### src/rtl/fpu_defs.sv
// Shared FPU definitions: operand/command widths, flag bit positions and the
// result record carried from the shared FPU back to the issuing core.
package fpu_defs;

    localparam int unsigned C_OP   = 32;
    localparam int unsigned C_CMD  = 6;
    localparam int unsigned C_RM   = 3;
    localparam int unsigned C_TAG  = 2;
    localparam int unsigned C_FLAG = 9;

    // Flag vector layout, MSB first: {0, Inf, IV, IX, Zero, 0, 0, UF, OF}
    localparam int unsigned F_OF   = 0;
    localparam int unsigned F_UF   = 1;
    localparam int unsigned F_ZERO = 4;
    localparam int unsigned F_IX   = 5;
    localparam int unsigned F_IV   = 6;
    localparam int unsigned F_INF  = 7;

    // One returned result as it sits in the dispatcher's result buffer
    typedef struct packed {
        logic [C_OP-1:0]   result;
        logic [C_FLAG-1:0] flags;
        logic [C_TAG-1:0]  tag;
    } apu_res_t;

endpackage

### src/rtl/marx_apu_if.sv
// Cluster APU link between a core-side dispatcher (master) and the shared
// FPU responder (slave). Downstream: valid/ready op issue. Upstream: req/ack
// result return.
interface marx_apu_if
    import fpu_defs::*;
();

    logic              valid_ds_s;
    logic              ready_ds_s;
    logic [C_OP-1:0]   arga_ds_d;
    logic [C_OP-1:0]   argb_ds_d;
    logic [C_CMD-1:0]  op_ds_d;
    logic [C_RM-1:0]   flags_ds_d;
    logic [C_TAG-1:0]  tag_ds_d;

    logic              req_us_s;
    logic              ack_us_s;
    logic [C_OP-1:0]   result_us_d;
    logic [C_FLAG-1:0] flags_us_d;
    logic [C_TAG-1:0]  tag_us_d;

    modport master (
        output valid_ds_s, arga_ds_d, argb_ds_d, op_ds_d, flags_ds_d, tag_ds_d, ack_us_s,
        input  ready_ds_s, req_us_s, result_us_d, flags_us_d, tag_us_d
    );

    modport slave (
        input  valid_ds_s, arga_ds_d, argb_ds_d, op_ds_d, flags_ds_d, tag_ds_d, ack_us_s,
        output ready_ds_s, req_us_s, result_us_d, flags_us_d, tag_us_d
    );

endinterface

### src/rtl/apu_res_fifo.sv
// Small registered FIFO of returned APU results. The head is always read from
// storage (no fall-through), so a pushed entry becomes visible one cycle later.
// Push while full and pop while empty are ignored.
module apu_res_fifo
    import fpu_defs::*;
#(
    parameter int unsigned DEPTH = 2
) (
    input  logic     Clk_CI,
    input  logic     Rst_RBI,
    input  logic     push_si,
    input  apu_res_t push_data_di,
    input  logic     pop_si,
    output apu_res_t head_do,
    output logic     full_so,
    output logic     empty_so
);

    localparam int unsigned PTR_W = (DEPTH > 1) ? $clog2(DEPTH) : 1;
    localparam int unsigned CNT_W = $clog2(DEPTH + 1);
    localparam logic [PTR_W-1:0] LAST_PTR  = PTR_W'(DEPTH - 1);
    localparam logic [CNT_W-1:0] DEPTH_CNT = CNT_W'(DEPTH);

    apu_res_t         mem_q [DEPTH];
    apu_res_t         mem_d [DEPTH];
    logic [PTR_W-1:0] wr_ptr_q, wr_ptr_d;
    logic [PTR_W-1:0] rd_ptr_q, rd_ptr_d;
    logic [CNT_W-1:0] cnt_q, cnt_d;
    logic             do_push, do_pop;

    assign full_so  = (cnt_q == DEPTH_CNT);
    assign empty_so = (cnt_q == '0);
    assign do_push  = push_si & ~full_so;
    assign do_pop   = pop_si & ~empty_so;
    assign head_do  = mem_q[rd_ptr_q];

    // Next storage, pointers (wrapping at DEPTH, not a power of two) and fill count
    always_comb begin
        mem_d    = mem_q;
        wr_ptr_d = wr_ptr_q;
        rd_ptr_d = rd_ptr_q;
        cnt_d    = cnt_q;
        if (do_push) begin
            mem_d[wr_ptr_q] = push_data_di;
            wr_ptr_d        = (wr_ptr_q == LAST_PTR) ? '0 : wr_ptr_q + PTR_W'(1);
        end
        if (do_pop) begin
            rd_ptr_d = (rd_ptr_q == LAST_PTR) ? '0 : rd_ptr_q + PTR_W'(1);
        end
        case ({do_push, do_pop})
            2'b10:   cnt_d = cnt_q + CNT_W'(1);
            2'b01:   cnt_d = cnt_q - CNT_W'(1);
            default: cnt_d = cnt_q;
        endcase
    end

    // FIFO state registers
    always_ff @(posedge Clk_CI or negedge Rst_RBI) begin
        if (!Rst_RBI) begin
            for (int i = 0; i < int'(DEPTH); i++) begin
                mem_q[i] <= '0;
            end
            wr_ptr_q <= '0;
            rd_ptr_q <= '0;
            cnt_q    <= '0;
        end else begin
            mem_q    <= mem_d;
            wr_ptr_q <= wr_ptr_d;
            rd_ptr_q <= rd_ptr_d;
            cnt_q    <= cnt_d;
        end
    end

endmodule

### src/rtl/apu_dispatcher.sv
// Core-side APU dispatcher: issues FP ops to the shared FPU under a free tag,
// remembers each tag's destination register, buffers returned results and
// hands them to register-file writeback. NUM_TAGS must not exceed 2**C_TAG.
module apu_dispatcher
    import fpu_defs::*;
#(
    parameter int unsigned NUM_TAGS  = 4,
    parameter int unsigned RES_DEPTH = 2,
    parameter int unsigned C_RD      = 5
) (
    input  logic              Clk_CI,
    input  logic              Rst_RBI,
    input  logic              Req_SI,
    output logic              Gnt_SO,
    input  logic [C_OP-1:0]   OpA_DI,
    input  logic [C_OP-1:0]   OpB_DI,
    input  logic [C_CMD-1:0]  Op_SI,
    input  logic [C_RM-1:0]   RM_SI,
    input  logic [C_RD-1:0]   Rd_DI,
    output logic              WbValid_SO,
    input  logic              WbReady_SI,
    output logic [C_OP-1:0]   WbResult_DO,
    output logic [C_FLAG-1:0] WbFlags_SO,
    output logic [C_RD-1:0]   WbRd_DO,
    output logic              Busy_SO,
    output logic              TagErr_SO,
    marx_apu_if.master        apu
);

    logic [NUM_TAGS-1:0] alloc_q, alloc_d;
    logic [C_RD-1:0]     rd_q [NUM_TAGS];
    logic [C_RD-1:0]     rd_d [NUM_TAGS];
    logic                tag_err_q, tag_err_d;

    logic                tag_avail;
    logic [C_TAG-1:0]    free_tag;
    logic                gnt;
    logic                ack;
    logic                push;
    logic                pop;
    logic                push_tag_alloc;
    logic [C_RD-1:0]     head_rd;
    logic                fifo_full;
    logic                fifo_empty;
    apu_res_t            push_data;
    apu_res_t            head;

    // Lowest-index free tag, searched on the registered table only so a tag
    // freed this cycle cannot be handed out again until the next one
    always_comb begin
        tag_avail = 1'b0;
        free_tag  = '0;
        for (int i = int'(NUM_TAGS) - 1; i >= 0; i--) begin
            if (!alloc_q[i]) begin
                tag_avail = 1'b1;
                free_tag  = C_TAG'(i);
            end
        end
    end

    assign apu.valid_ds_s = Req_SI & tag_avail;
    assign apu.arga_ds_d  = OpA_DI;
    assign apu.argb_ds_d  = OpB_DI;
    assign apu.op_ds_d    = Op_SI;
    assign apu.flags_ds_d = RM_SI;
    assign apu.tag_ds_d   = free_tag;
    assign gnt            = Req_SI & tag_avail & apu.ready_ds_s;
    assign Gnt_SO         = gnt;

    assign ack            = ~fifo_full;
    assign apu.ack_us_s   = ack;
    assign push           = apu.req_us_s & ack;
    assign push_data      = '{result: apu.result_us_d, flags: apu.flags_us_d, tag: apu.tag_us_d};

    assign pop            = ~fifo_empty & WbReady_SI;
    assign WbValid_SO     = ~fifo_empty;
    assign WbResult_DO    = head.result;
    assign WbFlags_SO     = head.flags;
    assign WbRd_DO        = head_rd;
    assign Busy_SO        = (|alloc_q) | ~fifo_empty;
    assign TagErr_SO      = tag_err_q;

    // Table lookups for the incoming result's tag and the FIFO head's tag;
    // tag values beyond the table read as unallocated with no register
    always_comb begin
        push_tag_alloc = 1'b0;
        head_rd        = '0;
        for (int i = 0; i < int'(NUM_TAGS); i++) begin
            if (apu.tag_us_d == C_TAG'(i)) begin
                push_tag_alloc = alloc_q[i];
            end
            if (head.tag == C_TAG'(i)) begin
                head_rd = rd_q[i];
            end
        end
    end

    // Tag table update: writeback frees the head's tag, a grant claims the
    // free tag; the claim is ordered last so it wins if both hit one entry
    always_comb begin
        alloc_d   = alloc_q;
        rd_d      = rd_q;
        tag_err_d = tag_err_q | (push & ~push_tag_alloc);
        for (int i = 0; i < int'(NUM_TAGS); i++) begin
            if (pop && (head.tag == C_TAG'(i))) begin
                alloc_d[i] = 1'b0;
            end
            if (gnt && (free_tag == C_TAG'(i))) begin
                alloc_d[i] = 1'b1;
                rd_d[i]    = Rd_DI;
            end
        end
    end

    // Tag table and sticky error registers
    always_ff @(posedge Clk_CI or negedge Rst_RBI) begin
        if (!Rst_RBI) begin
            alloc_q   <= '0;
            tag_err_q <= 1'b0;
            for (int i = 0; i < int'(NUM_TAGS); i++) begin
                rd_q[i] <= '0;
            end
        end else begin
            alloc_q   <= alloc_d;
            rd_q      <= rd_d;
            tag_err_q <= tag_err_d;
        end
    end

    apu_res_fifo #(
        .DEPTH (RES_DEPTH)
    ) i_res_fifo (
        .Clk_CI       (Clk_CI),
        .Rst_RBI      (Rst_RBI),
        .push_si      (push),
        .push_data_di (push_data),
        .pop_si       (pop),
        .head_do      (head),
        .full_so      (fifo_full),
        .empty_so     (fifo_empty)
    );

endmodule

### src/flat_wrapper.sv
// flat-port wrapper written by rule: the top's interface ports become plain ports
module apu_dispatcher_flat import fpu_defs::*;
#(
    parameter int unsigned NUM_TAGS  = 4,
    parameter int unsigned RES_DEPTH = 2,
    parameter int unsigned C_RD      = 5
)
  (Clk_CI, Rst_RBI, Req_SI, Gnt_SO, OpA_DI, OpB_DI, Op_SI, RM_SI, Rd_DI, WbValid_SO, WbReady_SI, WbResult_DO, WbFlags_SO, WbRd_DO, Busy_SO, TagErr_SO, apu_valid_ds_s, apu_arga_ds_d, apu_argb_ds_d, apu_op_ds_d, apu_flags_ds_d, apu_tag_ds_d, apu_ack_us_s, apu_ready_ds_s, apu_req_us_s, apu_result_us_d, apu_flags_us_d, apu_tag_us_d);
  marx_apu_if apu_i ();
  input  logic Clk_CI;
  input  logic Rst_RBI;
  input  logic Req_SI;
  output logic Gnt_SO;
  input  logic [C_OP-1:0] OpA_DI;
  input  logic [C_OP-1:0] OpB_DI;
  input  logic [C_CMD-1:0] Op_SI;
  input  logic [C_RM-1:0] RM_SI;
  input  logic [C_RD-1:0] Rd_DI;
  output logic WbValid_SO;
  input  logic WbReady_SI;
  output logic [C_OP-1:0] WbResult_DO;
  output logic [C_FLAG-1:0] WbFlags_SO;
  output logic [C_RD-1:0] WbRd_DO;
  output logic Busy_SO;
  output logic TagErr_SO;
  output wire logic [$bits(apu_i.valid_ds_s)-1:0] apu_valid_ds_s;
  output wire logic [$bits(apu_i.arga_ds_d)-1:0] apu_arga_ds_d;
  output wire logic [$bits(apu_i.argb_ds_d)-1:0] apu_argb_ds_d;
  output wire logic [$bits(apu_i.op_ds_d)-1:0] apu_op_ds_d;
  output wire logic [$bits(apu_i.flags_ds_d)-1:0] apu_flags_ds_d;
  output wire logic [$bits(apu_i.tag_ds_d)-1:0] apu_tag_ds_d;
  output wire logic [$bits(apu_i.ack_us_s)-1:0] apu_ack_us_s;
  input wire logic [$bits(apu_i.ready_ds_s)-1:0] apu_ready_ds_s;
  input wire logic [$bits(apu_i.req_us_s)-1:0] apu_req_us_s;
  input wire logic [$bits(apu_i.result_us_d)-1:0] apu_result_us_d;
  input wire logic [$bits(apu_i.flags_us_d)-1:0] apu_flags_us_d;
  input wire logic [$bits(apu_i.tag_us_d)-1:0] apu_tag_us_d;
  assign apu_valid_ds_s = apu_i.valid_ds_s;
  assign apu_arga_ds_d = apu_i.arga_ds_d;
  assign apu_argb_ds_d = apu_i.argb_ds_d;
  assign apu_op_ds_d = apu_i.op_ds_d;
  assign apu_flags_ds_d = apu_i.flags_ds_d;
  assign apu_tag_ds_d = apu_i.tag_ds_d;
  assign apu_ack_us_s = apu_i.ack_us_s;
  assign apu_i.ready_ds_s = apu_ready_ds_s;
  assign apu_i.req_us_s = apu_req_us_s;
  assign apu_i.result_us_d = apu_result_us_d;
  assign apu_i.flags_us_d = apu_flags_us_d;
  assign apu_i.tag_us_d = apu_tag_us_d;
  apu_dispatcher #(.NUM_TAGS(NUM_TAGS), .RES_DEPTH(RES_DEPTH), .C_RD(C_RD)) u_core (.Clk_CI(Clk_CI), .Rst_RBI(Rst_RBI), .Req_SI(Req_SI), .Gnt_SO(Gnt_SO), .OpA_DI(OpA_DI), .OpB_DI(OpB_DI), .Op_SI(Op_SI), .RM_SI(RM_SI), .Rd_DI(Rd_DI), .WbValid_SO(WbValid_SO), .WbReady_SI(WbReady_SI), .WbResult_DO(WbResult_DO), .WbFlags_SO(WbFlags_SO), .WbRd_DO(WbRd_DO), .Busy_SO(Busy_SO), .TagErr_SO(TagErr_SO), .apu(apu_i));
endmodule
### config.mk
export PLATFORM = sky130hd
export DESIGN_NAME = apu_dispatcher_flat
export DESIGN_NICKNAME = d
export VERILOG_FILES = /design/src/rtl/fpu_defs.sv /design/src/rtl/marx_apu_if.sv /design/src/rtl/apu_res_fifo.sv /design/src/rtl/apu_dispatcher.sv /design/src/flat_wrapper.sv
export SDC_FILE = /design/constraint.sdc
export NUM_CORES = 1
export LEC_CHECK = 0
export BUFFER_PORTS_ARGS = -buffer_cell sky130_fd_sc_hd__buf_2
export CORE_MARGIN = 2
export CORE_UTILIZATION = 52
export DETAILED_ROUTE_END_ITERATION = 16
export PLACE_DENSITY = 0.86
export REMOVE_ABC_BUFFERS = 1
export SKIP_LAST_GASP = 1
export SYNTH_ARGS = -nofsm -noshare
export SYNTH_HDL_FRONTEND = slang
export SYNTH_SLANG_ARGS = --single-unit
export TNS_END_PERCENT = 1
### constraint.sdc
create_clock -name Clk_CI -period 3.11 [get_ports Clk_CI]
set_input_delay 0.622 -clock Clk_CI [delete_from_list [all_inputs] [get_ports Clk_CI]]
set_output_delay 0.622 -clock Clk_CI [all_outputs]
set_load 0.02 [all_outputs]
==> results.py, run 1 <==
metrics = {
    "outcome": {
        "status": "completed",
    },
    "yosys": {
        "synth-main-ff-cell": "dfrtp_1",
        "syn_area_sq_um": 5860,
        "synth-compound-area-share": 0.0111,
        "async_flop_share": 1.00,
        "yosysSeqAreaShare": 0.491,
        "syn_area_per_cell_sq_um": 14.8,
        "ys_warn_count": 0,
        "yosys-top-cells-count": "115 x dfrtp_1, 107 x mux2_2, 75 x buf_4",
        "synth-xor-area-share": 0.00748,
        "ys_seq_elements": 115,
        "synth-simple-area-share": 0.0261,
        "synth_area_leader_cell": "dfrtp_1",
        "synth_cells": 396,
        "yosysTopAreaCellShare": 0.491,
        "yosysMostFrequentCell": "dfrtp_1",
        "synth_area_leaders": "dfrtp_1 49%, mux2_2 21%, mux2_4 11%, buf_4 9.6%, mux4_2 2.3%",
        "synth_edf_count": 0,
        "synthDistinctLibCells": 34,
        "synth_top_family_by_area": "multiplexers",
        "synthAdderAreaFrac": 0.00214,
        "synthMuxAreaShare": 0.339,
    },
    "clock_tree": {
        "root_buffer": "clkbuf_16",
        "clk_path_buf_depth": 2,
        "h-tree-depth": 4,
        "cts_tree": "built",
        "cts_resized": 0,
        "clkTransAtPathRegs_ps": 50,
        "postCtsHoldBufs": 0,
        "cts.sinks": 115,
        "post-cts-setup-buffer-count": 0,
        "insertion_delay_ps": 420,
        "cts_made_buffers": 17,
    },
    "sta": {
        "skew_ps": 7.60,
        "finalSetupViolations": 0,
        "min_period_ps": 2760,
        "slew_viol_final": 0,
        "fin_setup_tns_ps": 0,
        "grt_setup_unrepaired": "no",
        "finalHoldViolations": 0,
        "finalCritPeriodShare": 0.887,
        "tightestPinTransition_ps": 700,
        "fmax_mhz": 362,
        "slew_headroom": 0.533,
    },
    "setup_path": {
        "cp-start-kind": "flop",
        "crit_start": "u_core.i_res_fifo.rd_ptr_q$_DFFE_PN0P_",
        "r2r_slack_ps": 1110,
        "crit_arrival_ps": 2140,
        "cp_data_required_time_ps": 2490,
        "crit_path_end_kind": "output pin",
        "r2r-end": "u_core.i_res_fifo.mem_q[48]$_DFFE_PN0P_",
        "reg2regPathDepth": 4,
        "crit_type": "reg -> out",
        "rr_startpoint": "u_core.i_res_fifo.cnt_q[0]$_DFFE_PN0P_",
        "crit_fanout": 30,
    },
    "detailed_routing": {
        "wl_per_cell_um": 30.8,
        "vias": 3344,
        "drcViolationCount": 0,
        "drt-initial-drc-count": 168,
        "viasPerCell": 5.68,
        "dr.pass1.iters": 5,
        "wl_mm": 18.2,
        "postRouteAntennaNets": 0,
    },
    "grt": {
        "track_usage": 0.309,
        "grt_pass1_vias": 3697,
        "antenna_found_initial": 0,
        "overflow": 0,
        "grt_pass1_wl_mm": 24.8,
        "grt_max_degree": 62,
    },
    "floorplan": {
        "io_pins": 254,
        "die_area_sq_um": 12100,
        "core_sq_um": 10900,
        "rows": 38,
        "start_util": 0.536,
        "fp.dieW_um": 110,
        "die_h_um": 110,
    },
    "layout": {
        "stdcell_area_sq_um": 6510,
        "layout.nets": 566,
        "synthToLayoutAreaGrowth_pct": 11.1,
        "drive_gt1_frac": 0.673,
        "n_antenna_cell": 0,
    },
    "placed_design": {
        "place_hpwl_mm": 14.2,
        "io_buffers": 107,
        "gp_congestion": 0.874,
        "place_area_sq_um": 5930,
    },
    "run": {
        "max_cap_violations": 0,
    },
    "power_and_ir_drop": {
        "vdd_ir_drop_max_mv": 0.715,
        "powerDensity_nw_per_um2": 1290,
        "p_leak_nw": 3.01,
    },
    "hold_path": {
        "hold_class": "in -> async",
    },
}
routing by layer:
layer | track usage | wire, um | part of all wire
met1 | 0.265 | 5410 | 0.30
met2 | 0.453 | 7850 | 0.43
met3 | 0.308 | 3950 | 0.22
met4 | 0.167 | 881 | 0.049
met5 | 0.0625 | 63 | 0.0035
worst max-delay path: stages (launching register included):
cell and delay [ps]:
dfrtp_2 650, buf_4 470, mux2_2 400, buf_2 160
cell usage in the layout (no fill, tap or decap), types with 4 or more instances in the layout:
cell type and n:
clkbuf_8 5, buf_2 106, mux4_2 6, mux2_4 41, dfrtp_1 114, mux2_2 107
clkbuf_16 17, nand2_1 5, xnor2_1 4
registers in the layout, indices dropped and copies added, names as in the netlist:
signal,cells
u_core.TagErr_SO,1
u_core.alloc_q,4
u_core.i_res_fifo.cnt_q,2
u_core.i_res_fifo.mem_q,86
u_core.i_res_fifo.rd_ptr_q,1
u_core.i_res_fifo.wr_ptr_q,1
u_core.rd_q,20
area by class of cell:
type	instances	area (sq um)
well taps	140	175
repair buffers	111	606
clock buffers	25	505
flip-flops and latches	115	2880
fillers	845	4430
multi-input cells	192	2260
inverters	1	3.75
clock inverters	5	75.1
worst max path at each step:
stage | to | depth (start not counted)
3_5_place_dp | WbRd_DO[2] | 3
3_3_place_gp | WbResult_DO[17] | 3
6_report | WbResult_DO[23] | 3
4_1_cts | WbFlags_SO[5] | 3
5_1_grt | WbResult_DO[19] | 3
2_1_floorplan | WbRd_DO[0] | 2
kinds of logic after synthesis:
logic type,Yosys count
AOI/OAI and AO/OA,9
xor gates and xnor gates,5
adders and majority gates,1
buffers and inverters,89
DFF,115
muxes,156
and+or+nand+nor,21
stage by stage:
stage | hold slack [ps] | util | total power [mW] | std cells | worst slack [ps]
2_1_floorplan | 326 | - | 5.44 | 308 | 229
4_1_cts | 274 | 0.595 | 8.44 | 589 | 365
3_3_place_gp | 464 | 0.542 | 6.30 | 559 | 846
3_5_place_dp | 483 | 0.542 | 6.47 | 559 | 816
6_report | 255 | 0.595 | 8.40 | 589 | 350
5_1_grt | 298 | 0.595 | 8.81 | 589 | 299
power by group:
group / leakage, nW / total (mW) / internal, mW / switching, mW
Combinational: 1.37 / 3.70 / 1.94 / 1.76
Clock: 0.289 / 1.91 / 1.27 / 0.644
Sequential: 1.36 / 2.78 / 2.26 / 0.515
Power figures use the tool's default switching activity.
==> inputs of run 2 (changes only) <==
Settings changed: CORE_MARGIN 2 to default, CORE_UTILIZATION 52 to 40, PLACE_DENSITY 0.86 to 0.69.
==> results.py, run 2 (synthesized netlist as in run 1, its figures left out) <==
metrics = {
    "grt": {
        "globalRouteMet1Util": 0.253,
        "track_usage": 0.231,
        "grt_pass1_vias": 3509,
        "grt-busiest-layer": "met2",
        "overflow": 0,
        "grt_max_degree": 58,
        "antenna_found_initial": 1,
        "grt_pass1_wl_mm": 23.9,
        "grtUsageMet3": 0.239,
        "grt_util_met2": 0.281,
    },
    "floorplan": {
        "die_area_sq_um": 15100,
        "fp.dieW_um": 123,
        "rows": 43,
        "core_sq_um": 14100,
        "die_h_um": 123,
        "start_util": 0.415,
        "io_pins": 254,
    },
    "run": {
        "max_cap_violations": 0,
    },
    "sta": {
        "fin_setup_tns_ps": 0,
        "slew_headroom": 0.507,
        "fin_ws_ps": 395,
        "skew_ps": 6.65,
        "min_period_ps": 2710,
        "grt_setup_unrepaired": "no",
        "slew_viol_final": 0,
        "finalSetupViolations": 0,
        "tightestPinTransition_ps": 740,
        "finalHoldViolations": 0,
        "fmax_mhz": 368,
        "finalCritPeriodShare": 0.873,
    },
    "clock_tree": {
        "cts_tree": "built",
        "cts.sinks": 115,
        "cts_made_buffers": 17,
        "clk_path_buf_depth": 2,
        "post-cts-setup-buffer-count": 0,
        "cts_resized": 0,
        "postCtsHoldBufs": 0,
        "h-tree-depth": 4,
        "root_buffer": "clkbuf_16",
        "clkTransAtPathRegs_ps": 60,
        "insertion_delay_ps": 420,
    },
    "layout": {
        "fillers": 1269,
        "largest_register": "u_core.i_res_fifo.mem_q",
        "utilization": 0.468,
        "n_antenna_cell": 0,
        "final_common_cell": "dfrtp_1",
        "largest_reg_flops": 86,
        "final_cell_mix": "114 x dfrtp_1, 107 x mux2_2, 106 x buf_2",
        "reg.largest.list": "u_core.i_res_fifo.mem_q: 86 flops, u_core.rd_q: 20 flops, u_core.alloc_q: 4 flops",
        "layout.nets": 568,
        "multiInputGateArea_sq_um": 2260,
        "fin_cells": 633,
        "drive_gt1_frac": 0.678,
        "register_area_sq_um": 2880,
        "synthToLayoutAreaGrowth_pct": 12.6,
    },
    "setup_path": {
        "crit_type": "reg -> out",
        "crit_arrival_ps": 2090,
        "crit_path_end_kind": "output pin",
        "cp_data_required_time_ps": 2490,
        "cp-start-kind": "flop",
        "crit_fanout": 31,
        "reg2regPathDepth": 4,
    },
    "placed_design": {
        "place_ws_ps": 800,
        "dp.cells": 601,
        "gp_congestion": 0.770,
        "io_buffers": 107,
        "place_hpwl_mm": 12.6,
    },
    "detailed_routing": {
        "postRouteAntennaNets": 0,
        "viasPerCell": 5.26,
        "drcViolationCount": 0,
        "vias": 3331,
        "dr.pass1.iters": 4,
        "wl_per_cell_um": 26.4,
        "drt-initial-drc-count": 120,
        "wl_mm": 16.7,
    },
    "power_and_ir_drop": {
        "vdd_ir_drop_max_mv": 0.505,
        "powerDensity_nw_per_um2": 1280,
        "p_leak_nw": 3.03,
    },
    "outcome": {
        "status": "completed",
    },
    "hold_path": {
        "hold_class": "in -> async",
    },
}
[run 2: worst paths after layout]
path	end	start	slack, ps
setup / recovery	WbFlags_SO[6]	u_core.i_res_fifo.rd_ptr_q$_DFFE_PN0P_	400
max in group asynchronous	u_core.i_res_fifo.mem_q[68]$_DFFE_PN0P_	Rst_RBI	2100
hold / removal	u_core.rd_q[16]$_DFFE_PN0P_	Rst_RBI	270
setup reg to reg	u_core.i_res_fifo.mem_q[85]$_DFFE_PN0P_	u_core.i_res_fifo.cnt_q[0]$_DFFE_PN0P_	1380
hold reg to reg	u_core.i_res_fifo.mem_q[15]$_DFFE_PN0P_	u_core.i_res_fifo.mem_q[15]$_DFFE_PN0P_	500
min in group Clk_CI	u_core.i_res_fifo.mem_q[72]$_DFFE_PN0P_	apu_result_us_d[18]	450
[run 2: layout make-up]
type	count	share of cell area
clock buffer	23	0.0740
clock inverter	9	0.0194
inverter	1	0.000569
multi-input combinational	192	0.343
sequential	115	0.437
tap	180	0.0341
timing repair buffer	113	0.0922
[run 2: critical path, cell delays in order, from the launching register on]
cell and delay [ps]:
dfrtp_2 610, buf_4 460, mux2_2 390, buf_2 160
[run 2: metal layers]
metal	routed length, um	vias up
met4	246	8
met1	6250	1637
met2	6260	259
met3	3730	22
li1	-	1405
met5	227	-
[run 2: power by group]
part	internal, mW	total (mW)	switching (mW)
logic	1.93	3.66	1.72
clock network	1.34	2.02	0.679
registers	2.26	2.75	0.486
total	5.54	8.43	2.89
[run 2: stage by stage]
stage / instance area [sq um] / hold slack [ps] / total power [mW]
final: 6600 / 268 / 8.43
after global placement: 5980 / 481 / 6.33
after global routing: 6600 / 312 / 8.89
after detailed placement: 5980 / 479 / 6.44
after CTS: 6600 / 291 / 8.50
after floorplan: 5140 / 326 / 5.44
